`config.mk`:
```
export PLATFORM = sky130hd
export DESIGN_NAME = parity_word_check
export DESIGN_NICKNAME = d
export VERILOG_FILES = /design/src/rtl/parity_frame_pkg.sv /design/src/rtl/parity_word_check.sv
export SDC_FILE = /design/constraint.sdc
export NUM_CORES = 1
export LEC_CHECK = 0
export BUFFER_PORTS_ARGS = -buffer_cell sky130_fd_sc_hd__buf_2
export CAP_MARGIN = 20
export CORE_AREA = 3 3 40 42
export DETAILED_ROUTE_END_ITERATION = 8
export DIE_AREA = 0 0 43 45
export PLACE_DENSITY = 0.37
export SYNTH_ARGS = -nofsm -noshare
export SYNTH_HDL_FRONTEND = slang
export SYNTH_SLANG_ARGS = --single-unit
export TNS_END_PERCENT = 1
```
`constraint.sdc`:
```
create_clock -name vclk -period 2
set_input_delay 0.3 -clock vclk [all_inputs]
set_output_delay 0.3 -clock vclk [all_outputs]
set_load 0.1 [all_outputs]
```
`src/rtl/parity_frame_pkg.sv`:
```
// Shared definitions for the parity frame checker: FSM state encoding,
// parity-mode constants and the per-word parity helper.
package parity_frame_pkg;

  typedef enum logic {
    ACCUM  = 1'b0,
    REPORT = 1'b1
  } state_t;

  localparam int PARITY_MODE_EVEN = 0;
  localparam int PARITY_MODE_ODD  = 1;

  // A word fails when data parity combined with the sent bit does not
  // match the selected mode (0 for even, 1 for odd).
  function automatic logic parity_fail(input logic data_xor,
                                       input logic par_bit,
                                       input logic odd_mode);
    return ((data_xor ^ par_bit) != odd_mode);
  endfunction

endpackage

```
`src/rtl/parity_word_check.sv`:
```
// Combinational per-word reductions and parity check for one data word.
module parity_word_check
  import parity_frame_pkg::*;
#(
  parameter int DATA_W     = 8,
  parameter int PARITY_ODD = 0
) (
  input  logic [DATA_W-1:0] word,
  input  logic              par,
  output logic              word_and,
  output logic              word_or,
  output logic              word_xor,
  output logic              word_par_err
);

  localparam logic ODD_MODE = (PARITY_ODD == PARITY_MODE_ODD) ? 1'b1 : 1'b0;

  // Reduce the word and compare its parity against the sent bit.
  always_comb begin
    word_and     = &word;
    word_or      = |word;
    word_xor     = ^word;
    word_par_err = parity_fail(^word, par, ODD_MODE);
  end

endmodule

```
* Yosys cells after proc, flatten, opt, wreduce, memory -nomap -nowiden *
Cells that the tools add are included.

storage, ports and cells
  bits of input ports = 9
  output and inout bits = 4
  bits in registers = 0
  logic and storage cells = 4

cells by class
  reductions and logical operators = 3
  bitwise logic cells = 1

operators by type and width
  kind              number
  $reduce_and 8->1  1
  $reduce_or 8->1   1
  $reduce_xor 8->1  1
  $xor 1x1->1       1

* Depth between registers and ports, before layout *
  word-level depth = 2
  depth in mapped cells = 4

* Least setup slack after synthesis *
Ideal clock, no wire load.

  path type = input to output
  start point = input port word[0]
  end point = output port word_xor
  arrival = 2.420 ns
  slack = -0.720 ns
  stages = 4
  path through = inv_1 -> ha_1 -> xor2_2 -> xnor2_1

between the ends
  cells in the longest elaborated chain, start to end = 1

RTL lines
  item                RTL line                 RTL
  start: declaration  parity_word_check.sv:8   input logic [DATA_W-1:0] word,
  $reduce_xor 8->1    parity_word_check.sv:22  word_xor = ^word;
  end: declaration    parity_word_check.sv:12  output logic word_xor,

No other way between the ends.

* Final worst setup path *
  start point = input port word[0]
  end point = output port word_par_err

between the ends
  cells in the longest elaborated chain, start to end = 2

RTL lines
  item              RTL line                 RTL
  $reduce_xor 8->1  parity_word_check.sv:23  word_par_err = parity_fail(^word, par, ODD_MODE);
  $xor 1x1->1       parity_frame_pkg.sv:18   return ((data_xor ^ par_bit) != odd_mode);
  end: declaration  parity_word_check.sv:13  output logic word_par_err

No other way between the ends.

==> results.json <==
{
  "status": "finished, final reports clean",
  "fin_crit_ns": 1.88,
  "vias": 180,
  "syn_area_sq_um": 201,
  "die_w_um": 43,
  "clkPwrFrac_pct": 0,
  "hold_violations": 0,
  "grt_overflow": 0,
  "p_switching_mw": 0.179,
  "placed_area_sq_um": 323,
  "multiInputGateArea_sq_um": 179,
  "synth_nets": 39,
  "synth_mux_area_share_pct": 0,
  "syn_area_per_cell_sq_um": 9.16,
  "final-seq-area_sq_um": 0,
  "synth_compound_area_share_pct": 0,
  "fin_nets": 54,
  "synthDistinctLibCells": 7,
  "min_path_cells": 3,
  "sw_frac_of_total_pct": 62.4,
  "synthAdderAreaFrac_pct": 49.7,
  "syn_to_final_growth_pct": 60.2,
  "nClkBuffers": 0,
  "die_area_sq_um": 1940,
  "fin_crit_sh_pct": 94.0,
  "setup_violations": 0,
  "hold_ws_ns": 1.13,
  "seq_cell_count": 0,
  "final_cell_area_sq_um": 323,
  "ioPinCount": 13,
  "dp_hpwl_um": 400,
  "finalWeightedCongestion": 0.679,
  "p_per_area_nw_per_um2": 890,
  "rsz0062_at_grt": "no",
  "postCtsSetupRepairBufs": 0,
  "critPathRequiredTime_ns": 1.70,
  "layout-drive-gt1-share_pct": 42.9,
  "core_sq_um": 1280,
  "comb_power_share_pct": 100.0,
  "min_from": "par",
  "antenna_left": 0,
  "ys_seq_area_share_pct": 0,
  "final_cell_mix": "buf_2, inv_1, ha_1",
  "drt-pass1-iter-count": 1,
  "post-place-ws_ns": 0.109,
  "pwr-share-seq_pct": 0,
  "cts_resized": 0,
  "grt_pass1_vias": 200,
  "cts_hold_buf": 0,
  "yosysWarnings": 0,
  "grt_max_degree": 3,
  "start_kind": "input port",
  "via_per_inst": 3.60,
  "cp_max_fo": 2,
  "p_int_mw": 0.108,
  "ir_drop_mv": 0.619,
  "worstSetupPathType": "in2out",
  "hold_class": "in2out",
  "p_leak_nw": 0.202,
  "cap_violations": 0,
  "drc": 0,
  "die_h_um": 45,
  "synth_xor_area_share_pct": 28.0,
  "layout_commonest_cell": "buf_2",
  "yosys.area_share.simple_pct": 7.45,
  "std_cell_rows": 13,
  "synthCells": 22,
  "tightest_slew_ns": 0.486,
  "port-buffer-count": 13,
  "initial_core_util_pct": 15.7,
  "grt_antenna_before_repair": 0,
  "slew_headroom_pct": 67.9,
  "cp-end-kind": "primary output",
  "grt_pass1_wl_um": 765,
  "setup_slack_ns": 0.120,
  "drv_slew": 0,
  "grt.total_usage_pct": 4.83,
  "diodes": 0,
  "synth_top_family_by_area": "adder cells",
  "max_freq_mhz": 532,
  "hold_end": "word_par_err",
  "nFillCells": 141,
  "worstPathArrival_ns": 1.58,
  "drt_iter0_drc": 0,
  "wirelength_um": 401,
  "wire_per_inst_um": 8.02
}
-- per-layer routing --
metal,track usage [%],share of wire (%),wire [um],vias to the layer above
met5,0,0,0,-
met4,0,0,0,0
met3,1.59,12,47,0
li1,-,-,-,93
met1,5.53,38,152,80
met2,9.28,50,202,7
-- through the flow --
step / total power [mW] / utilization, % / cells / TNS (ns)
floorplan: 0.189 / - / 22 / -0.173
global placement: 0.288 / 25.1 / 50 / 0
detailed placement: 0.290 / 25.1 / 50 / 0
CTS: 0.291 / 25.1 / 50 / 0
global route: 0.301 / 25.1 / 50 / 0
finish: 0.287 / 25.1 / 50 / 0
-- worst max-delay path by stage --
stage,from,to
2_1_floorplan,word[0],word_xor
3_3_place_gp,word[0],word_par_err
3_5_place_dp,word[0],word_par_err
4_1_cts,word[0],word_par_err
6_report,word[0],word_par_err
5_1_grt,word[2],word_par_err
-- power groups by stage --
stage	Combinational [mW]	Sequential, mW	Clock [mW]
final	0.287	0	0
after global routing	0.301	0	0
after CTS	0.291	0	0
after detailed placement	0.290	0	0
after global placement	0.288	0	0
after floorplan	0.189	0	0
-- cell type report --
| cell class | instances | share of cell area [%] |
|---|---|---|
| Timing Repair Buffer | 13 | 29.5 |
| Multi-Input combinational cell | 14 | 55.4 |
| Inverter | 8 | 9.30 |
| Tap cell | 15 | 5.81 |
-- cell families after synthesis --
kind of cell | after synthesis
fa+ha+maj | 8
buf+inv | 8
xor+xnor | 4
simple gates | 2
-- cell usage after synthesis --
cell type  n  area [sq um]
ha_1       8           100
inv_1      8          30.0
xnor2_1    2          17.5
and4_1     1          8.76
nand4_1    1          6.26
xnor3_1    1          22.5
xor2_2     1          16.3
-- worst max-delay path, stage by stage --
cell,delay (ns)
buf_2,0.09
inv_1,0.04
ha_1,0.32
xor2_2,0.25
xnor3_1,0.39
buf_12,0.19
Power figures use the tool's default switching activity.
